### config.mk
export PLATFORM = sky130hd
export DESIGN_NAME = inst_fetch_unit_flat
export DESIGN_NICKNAME = d
export VERILOG_FILES = /design/src/rtl/inst_fetch_unit_if.sv /design/src/rtl/inst_fetch_unit.sv /design/src/flat_wrapper.sv
export SDC_FILE = /design/constraint.sdc
export NUM_CORES = 1
export LEC_CHECK = 0
export CORE_MARGIN = 4
export CORE_UTILIZATION = 49
export DETAILED_ROUTE_END_ITERATION = 10
export PLACE_DENSITY = 0.89
export SYNTH_ARGS = -nofsm -noshare
export SYNTH_HDL_FRONTEND = slang
export SYNTH_SLANG_ARGS = --single-unit
### constraint.sdc
create_clock -name clk -period 1.85 [get_ports clk]
set_clock_uncertainty 0.15 [all_clocks]
set_input_delay 0.2775 -clock clk [delete_from_list [all_inputs] [get_ports clk]]
set_output_delay 0.2775 -clock clk [all_outputs]
set_load 0.1 [all_outputs]
### src/rtl/inst_fetch_unit_if.sv
// ---------------------------------------------------------------------------
// inst_fetch_unit_if
// Bundles the signals around the instruction fetch unit.
//   fetch_en        : permission to start a new instruction fetch
//   mem_en/mem_addr : byte read request to instruction memory
//   mem_rdata       : byte returned combinationally for mem_addr
//   inst_valid/inst_ready/inst_data/inst_pc : instruction handshake to decode
//   redirect_valid/redirect_pc              : branch/jump target from the core
// Modports:
//   master : the fetch unit itself
//   slave  : the environment (memory, decode, redirect source)
// ---------------------------------------------------------------------------
interface inst_fetch_unit_if #(
  parameter int ADDR_W = 10
) ();
  logic              fetch_en;
  logic              mem_en;
  logic [ADDR_W-1:0] mem_addr;
  logic [7:0]        mem_rdata;
  logic              inst_valid;
  logic              inst_ready;
  logic [31:0]       inst_data;
  logic [ADDR_W-1:0] inst_pc;
  logic              redirect_valid;
  logic [ADDR_W-1:0] redirect_pc;

  modport master (
    input  fetch_en, mem_rdata, inst_ready, redirect_valid, redirect_pc,
    output mem_en, mem_addr, inst_valid, inst_data, inst_pc
  );

  modport slave (
    output fetch_en, mem_rdata, inst_ready, redirect_valid, redirect_pc,
    input  mem_en, mem_addr, inst_valid, inst_data, inst_pc
  );
endinterface

### src/rtl/inst_fetch_unit.sv
// ---------------------------------------------------------------------------
// inst_fetch_unit
// Reads four consecutive bytes from a byte-wide instruction memory, assembles
// them little-endian into a 32-bit instruction and offers it to decode over a
// valid/ready handshake. A redirect aborts any fetch in progress and restarts
// from the aligned target address.
// Ports:
//   clk   : clock, all state on rising edge
//   rst_n : asynchronous active-low reset
//   bus   : inst_fetch_unit_if.master (fetch enable, memory read port,
//           instruction handshake, redirect)
// ---------------------------------------------------------------------------
module inst_fetch_unit #(
  parameter int                ADDR_W   = 10,
  parameter logic [ADDR_W-1:0] RESET_PC = '0
) (
  input  logic               clk,
  input  logic               rst_n,
  inst_fetch_unit_if.master  bus
);

  localparam logic [ADDR_W-1:0] L_RESET_PC = {RESET_PC[ADDR_W-1:2], 2'b00};

  typedef enum logic [1:0] {
    S_IDLE  = 2'd0,
    S_FETCH = 2'd1,
    S_VALID = 2'd2
  } state_t;

  state_t            r_state;
  logic [ADDR_W-1:0] r_fetch_pc;
  logic [1:0]        r_byte_cnt;
  logic [23:0]       r_asm;        // lanes 0..2; lane 3 comes straight from mem_rdata
  logic [31:0]       r_inst_data;
  logic [ADDR_W-1:0] r_inst_pc;
  logic              r_inst_valid;

  logic [ADDR_W-1:0] w_redirect_pc;
  logic              w_handshake;

  assign w_redirect_pc = {bus.redirect_pc[ADDR_W-1:2], 2'b00};
  assign w_handshake   = r_inst_valid & bus.inst_ready;

  // Memory request is decoded from registers only, so it moves on clock edges
  // and has no combinational path from inst_ready or redirect.
  assign bus.mem_en     = (r_state == S_FETCH);
  assign bus.mem_addr   = r_fetch_pc + {{(ADDR_W-2){1'b0}}, r_byte_cnt};
  assign bus.inst_valid = r_inst_valid;
  assign bus.inst_data  = r_inst_data;
  assign bus.inst_pc    = r_inst_pc;

  always_ff @(posedge clk or negedge rst_n) begin
    if (!rst_n) begin
      r_state      <= S_IDLE;
      r_fetch_pc   <= L_RESET_PC;
      r_byte_cnt   <= 2'd0;
      r_asm        <= 24'd0;
      r_inst_data  <= 32'd0;
      r_inst_pc    <= L_RESET_PC;
      r_inst_valid <= 1'b0;
    end else if (bus.redirect_valid) begin
      // Redirect wins over everything; a coincident handshake still counts as
      // consumed by decode, but the target replaces the +4 increment.
      r_fetch_pc   <= w_redirect_pc;
      r_byte_cnt   <= 2'd0;
      r_inst_valid <= 1'b0;
      r_state      <= bus.fetch_en ? S_FETCH : S_IDLE;
    end else begin
      case (r_state)
        S_IDLE: begin
          if (bus.fetch_en) begin
            r_state    <= S_FETCH;
            r_byte_cnt <= 2'd0;
          end
        end
        S_FETCH: begin
          case (r_byte_cnt)
            2'd0: r_asm[7:0]   <= bus.mem_rdata;
            2'd1: r_asm[15:8]  <= bus.mem_rdata;
            2'd2: r_asm[23:16] <= bus.mem_rdata;
            default: begin
              r_inst_data  <= {bus.mem_rdata, r_asm};
              r_inst_pc    <= r_fetch_pc;
              r_inst_valid <= 1'b1;
              r_state      <= S_VALID;
            end
          endcase
          r_byte_cnt <= r_byte_cnt + 2'd1;  // wraps to 0 after lane 3
        end
        S_VALID: begin
          if (w_handshake) begin
            r_fetch_pc   <= r_fetch_pc + ADDR_W'(4);
            r_inst_valid <= 1'b0;
            r_state      <= bus.fetch_en ? S_FETCH : S_IDLE;
          end
        end
        default: begin
          r_state      <= S_IDLE;
          r_inst_valid <= 1'b0;
          r_byte_cnt   <= 2'd0;
        end
      endcase
    end
  end

endmodule
### src/flat_wrapper.sv
// flat-port wrapper written by rule: the top's interface ports become plain ports
module inst_fetch_unit_flat 
#(
  parameter int                ADDR_W   = 10,
  parameter logic [ADDR_W-1:0] RESET_PC = '0
)
  (clk, rst_n, bus_fetch_en, bus_mem_rdata, bus_inst_ready, bus_redirect_valid, bus_redirect_pc, bus_mem_en, bus_mem_addr, bus_inst_valid, bus_inst_data, bus_inst_pc);
  inst_fetch_unit_if #(.ADDR_W(ADDR_W)) bus_i ();
  input  logic clk;
  input  logic rst_n;
  input wire logic [$bits(bus_i.fetch_en)-1:0] bus_fetch_en;
  input wire logic [$bits(bus_i.mem_rdata)-1:0] bus_mem_rdata;
  input wire logic [$bits(bus_i.inst_ready)-1:0] bus_inst_ready;
  input wire logic [$bits(bus_i.redirect_valid)-1:0] bus_redirect_valid;
  input wire logic [$bits(bus_i.redirect_pc)-1:0] bus_redirect_pc;
  output wire logic [$bits(bus_i.mem_en)-1:0] bus_mem_en;
  output wire logic [$bits(bus_i.mem_addr)-1:0] bus_mem_addr;
  output wire logic [$bits(bus_i.inst_valid)-1:0] bus_inst_valid;
  output wire logic [$bits(bus_i.inst_data)-1:0] bus_inst_data;
  output wire logic [$bits(bus_i.inst_pc)-1:0] bus_inst_pc;
  assign bus_i.fetch_en = bus_fetch_en;
  assign bus_i.mem_rdata = bus_mem_rdata;
  assign bus_i.inst_ready = bus_inst_ready;
  assign bus_i.redirect_valid = bus_redirect_valid;
  assign bus_i.redirect_pc = bus_redirect_pc;
  assign bus_mem_en = bus_i.mem_en;
  assign bus_mem_addr = bus_i.mem_addr;
  assign bus_inst_valid = bus_i.inst_valid;
  assign bus_inst_data = bus_i.inst_data;
  assign bus_inst_pc = bus_i.inst_pc;
  inst_fetch_unit #(.ADDR_W(ADDR_W), .RESET_PC(RESET_PC)) u_core (.clk(clk), .rst_n(rst_n), .bus(bus_i));
endmodule
==> Word level (Yosys, flattened, before mapping) <==
Index checks and enable logic that the tools add are counted.
{ "word_totals": {"reg_bits": 81, "in_bits": 23, "output_inout_bits": 54, "word_cells": 53} }
{ "op_classes": {"n_addsub": 3, "n_eq_ne": 9, "muxes": 16, "bitwise_logic": 3, "reduce_logical": 13} }
{ "ops": {"columns": ["op", "count"], "rows": [
  ["$mux W10", 3],
  ["$reduce_and A3 Y1", 6],
  ["$mux W2", 6],
  ["$pmux W2 S3", 2],
  ["$add A10 B2 Y10", 1],
  ["$add A10 B3 Y10 const B", 1],
  ["$ne A3 B3 Y1 const B", 2],
  ["$eq A2 B1 Y1 const B", 2],
  ["$eq A2 B2 Y1 const B", 2],
  ["$logic_not A2 Y1", 2],
  ["$mux W1", 4],
  ["$ne A2 B2 Y1 const B", 2],
  ["$reduce_and A2 Y1", 2],
  ["$reduce_bool A2 Y1", 2],
  ["$ne A3 B2 Y1 const B", 1],
  ["$pmux W1 S3", 1],
  ["$reduce_or A3 Y1", 1],
  ["$add A2 B1 Y2 const B", 1],
  ["$not A1 Y1", 2],
  ["$and A1 B1 Y1", 1]
]} }

==> Logic depth before layout (Yosys ltp) <==
{ "depth": {"word_depth": 5, "mapped_depth": 5, "ltp_nobuf": 4} }

==> Worst setup path before layout <==
OpenSTA, ideal clock, no wires.
{ "synth_path": {"kind": "reg2reg", "startpoint": "register u_core.r_state[1]", "endpoint": "register u_core.r_asm[0]", "setup_time_ns": 0.125, "t_arrival_ns": 2.098, "required_ns": 1.575, "path_slack_ns": -0.522, "path_stages_with_launch": 5, "n_path_buf": 1, "period_less_slack_ns": 2.372, "cell_sequence": "dfrtp_1 nor2b_2 and3_1 buf_2 mux2_2"} }
{ "synth_via": {"elab_chain_len": 2} }
{ "synth_rtl": {"columns": ["item", "line_no", "text"], "rows": [
  ["from (decl)", "inst_fetch_unit.sv:30", "state_t r_state;"],
  ["from (signal assigned)", "inst_fetch_unit.sv:67", "r_state <= bus.fetch_en ? S_FETCH : S_IDLE;"],
  ["from (signal assigned)", "inst_fetch_unit.sv:94", "r_state <= bus.fetch_en ? S_FETCH : S_IDLE;"],
  ["$eq A2 B1 Y1", null, null],
  ["via bus_mem_en", "flat_wrapper.sv:16", "output wire logic [$bits(bus_i.mem_en)-1:0] bus_mem_en;"],
  ["$reduce_and A3 Y1 (no source line)", null, null],
  ["to (signal assigned)", "inst_fetch_unit.sv:78", "2'd0: r_asm[7:0] <= bus.mem_rdata;"],
  ["to (decl)", "inst_fetch_unit.sv:33", "logic [23:0] r_asm;"]
]} }
The timed path passes the listed nets, and every way through them passes these cells.
A chain may end at the register's enable or synchronous reset.

==> Final worst setup path <==
{ "layout_path": {"startpoint": "register u_core.r_byte_cnt[1]", "endpoint": "register u_core.r_inst_data[10], in the netlist u_core.bus.inst_data[10]"} }
{ "layout_via": {"elab_chain_len": 4, "elab_cells_between_ends": 6, "cone_classes": "2 x eq/ne; 1 x bitwise; 3 x reduce/logical"} }
{ "layout_rtl": {"columns": ["item", "line_no", "text"], "rows": [
  ["from (decl)", "inst_fetch_unit.sv:32", "logic [1:0] r_byte_cnt;"],
  ["from (signal assigned)", "inst_fetch_unit.sv:88", "r_byte_cnt <= r_byte_cnt + 2'd1;"],
  ["$eq A2 B1 Y1 (tied with other cells)", "inst_fetch_unit.sv:77", "case (r_byte_cnt)"],
  ["$reduce_or A3 Y1 (no source line) (*)", null, null],
  ["$not A1 Y1 (no source line) (*)", null, null],
  ["$reduce_and A3 Y1 (no source line) (*)", null, null],
  ["to (signal assigned)", "inst_fetch_unit.sv:82", "r_inst_data <= {bus.mem_rdata, r_asm};"],
  ["to (decl)", "inst_fetch_unit.sv:34", "logic [31:0] r_inst_data;"]
]} }
Mark *: on every way between the ends. The rest lies on a longest branch, timed or not.

==> metrics.yaml <==
worst_setup_path:
  cp.required_ns: 1.93
  crit_path_end_kind: "flop"
  reg2reg_slack_ns: 0.04
  crit_start: "u_core.r_byte_cnt[1]"
  worstPathMaxFanout: 8
  arrival_ns: 1.89
  path_class: "reg2reg"
  startpoint_type: "flop"
  r2r-start: "u_core.r_byte_cnt[1]"
  ff2ff_path_depth: 6
  r2r_end: "u_core.bus.inst_data[10]"
power:
  switchingPower_mw: 3.51
  peakVddDrop_v: 0.00128
  cellLeakagePower_nw: 2.33
  power_mw: 7.95
  intPower_mw: 4.44
  combinationalPowerShare_pct: 50.4
  pwr-share-seq_pct: 33.5
  clockPowerShare_pct: 16.0
  power_density_mw_per_mm2: 1560
  swShare_pct: 44.2
detailed_routing:
  routed_wl_mm: 7.85
  routedWlPerCell_um: 19.6
  routed_via_density: 5.53
  via_count: 2217
  firstDrtPassIters: 4
  ant_nets: 0
  drtIter0Drc: 81
  drc: 0
placed_design:
  pre_cts_ws_ns: -0.0940
  dp_hpwl_mm: 5.69
  dpl_cell_area_mm2: 0.00482
  portBuffers: 72
  gp_congestion: 0.809
global_route:
  first_global_vias: 2423
  antenna_found_initial: 0
  globalRouteTotalUtil_pct: 20.9
  grt_overflow: 0
  grt_pass1_wl_mm: 12.4
  grt_max_degree: 42
status:
  outcome: "finished clean"
cts:
  cts_tree: "yes"
  cts-root-buf: "clkbuf_8"
  cts.clk_slew.worst_paths_ns: 0.08
  cts_inserted_buffers: 9
  insertion_delay_ns: 0.34
  clock-sinks: 77
  h-tree-depth: 3
  clk_path_buf_depth: 2
logic_synthesis:
  synth_ff_type: "dfrtp_1"
  syn_area_mm2: 0.00323
  synth_cell_type_count: 35
  async_reset_ff_share_pct: 100
  ys_seq_area_share_pct: 59.7
  synth-edff-count: 0
  avgSynthCellArea_um2: 13.8
  ys_seq_elements: 77
  yosys_warnings: 0
  syn_inst: 234
floorplan:
  io_pins: 77
  die_x_um: 89.2
  row_count: 29
  coreArea_mm2: 0.00639
  dieHeight_um: 89.2
  die_area_mm2: 0.00795
  initial_utilization_pct: 50.5
timing:
  min_period_over_period_pct: 97.7
  setup-violations-final: 0
  slew_violations: 0
  period_needed_ns: 1.81
  hold_violations: 0
  holdWs_ns: 0.195
  layout_setup_ws_ns: 0.0418
  fmax_mhz: 553
min_path:
  hold_class: "in2async"
layout:
  syn2layout_area_growth_pct: 58.0
  drive_gt1_share_pct: 50.0
  fillers: 323
  num_antenna_cells: 0
  final_cell_area_mm2: 0.00510
  fin_nets: 347
job:
  drv_cap: 0
==> cell type report <==
| class | count | area (um2) | area share (%) |
|---|---|---|---|
| flip-flops and latches | 77 | 1940 | 38.0 |
| inverters | 6 | 22.5 | 0.442 |
| clock buffers | 10 | 128 | 2.50 |
| clock inverters | 6 | 72.6 | 1.42 |
| repair buffers | 94 | 1490 | 29.2 |
| multi-input cells | 131 | 1360 | 26.6 |
| well taps | 77 | 96.3 | 1.89 |
==> worst max-delay path, stage by stage, from the launching register on <==
cell	delay, ns
dfrtp_4	0.47
ha_4	0.15
nand3b_1	0.15
nor2_4	0.17
buf_4	0.15
buf_6	0.15
mux2_4	0.31
==> layer usage <==
| layer | routed length (um) | share of wire (%) | global-route usage [%] |
|---|---|---|---|
| met4 | 83 | 1.1 | 7.71 |
| met5 | 0 | 0 | 0 |
| met3 | 492 | 6.3 | 6.08 |
| met2 | 4220 | 54 | 36.6 |
| met1 | 3050 | 39 | 24.2 |
==> registers in the layout, indices dropped and copies added (netlist names) <==
register               count
u_core.bus.inst_data      32
u_core.r_asm              24
u_core.bus.inst_pc         8
u_core.r_fetch_pc          8
u_core.r_byte_cnt          2
u_core.r_state             2
u_core.bus.inst_valid      1
==> kinds of logic (layout without fill, tap and decap cells) <==
| logic type | count (synthesis) | in the layout | share of synthesized area (%) |
|---|---|---|---|
| flip-flops | 77 | 77 | 59.7 |
| multiplexers | 65 | 65 | 22.6 |
| AND/OR/NAND/NOR | 39 | 39 | 7.29 |
| buffers and inverters | 27 | 116 | 4.19 |
| AO/OA/AOI/OAI | 19 | 19 | 3.88 |
| adder cells (fa/ha/maj) | 5 | 5 | 1.94 |
| other | 1 | 2 | 0.116 |
| XOR/XNOR | 1 | 1 | 0.271 |
==> metrics by stage <==
stage	TNS [ns]	util, %	cells
2_1_floorplan	-6.15	-	235
3_5_place_dp	-0.585	75.5	378
3_3_place_gp	-0.121	75.5	378
4_1_cts	0	78.8	395
5_1_grt	-0.687	79.9	401
6_report	0	79.9	401
==> worst max-delay path by stage <==
stage,end,slack [ns],cells after the start
after detailed placement,u_core.r_fetch_pc[7],-0.09,4
final,u_core.bus.inst_data[10],0.04,6
after CTS,u_core.bus.inst_data[10],0.0003,5
after floorplan,u_core.r_asm[19],-0.17,4
after global placement,u_core.r_fetch_pc[8],-0.05,4
after global routing,u_core.bus.inst_data[10],-0.05,6
==> synthesized netlist by cell type, types with 2 or more instances <==
master | number | share of area (%)
nor3b_1 | 2 | 0.46
inv_1 | 6 | 0.70
nand2_1 | 8 | 0.93
nand3_1 | 8 | 1.2
or4_1 | 5 | 1.2
nor2_1 | 5 | 0.58
clkbuf_1 | 11 | 1.3
buf_2 | 3 | 0.46
a21oi_1 | 2 | 0.31
o21ai_0 | 4 | 0.62
o211ai_1 | 3 | 0.70
ha_1 | 5 | 1.9
dfrtp_1 | 77 | 60
mux2_1 | 3 | 1.0
o31ai_1 | 2 | 0.46
a31oi_1 | 4 | 0.78
buf_4 | 6 | 1.4
and3_1 | 3 | 0.58
mux2_2 | 61 | 21
==> cells in the final DEF (no fill, tap or decap), drive strengths merged, types with 4 or more instances in the layout <==
cell	netlist	layout
clkbuf	11	11
clkdlybuf4s50	0	19
mux2	64	64
nand3	8	8
o21ai	4	4
dfrtp	77	77
nand2	8	8
inv	6	7
buf	10	73
ha	5	5
a31oi	4	4
or4	5	5
nor2	6	6
==> what timing repair did <==
item,CTS,global route
endpoints found under the hold margin,67,0
setup buffers,0,5
setup endpoints to repair,0,33
resized for setup,0,1
hold buffers,1,0
==> power by group through the flow <==
stage	sequential (mW)	clock [mW]	combinational, mW
finish	2.67	1.28	4.01
CTS	2.67	1.30	4.03
global route	2.73	1.39	4.13
detailed placement	2.70	0	4.01
global placement	2.64	0	3.93
floorplan	4.22	0	0.889
Power figures use the tool's default switching activity.
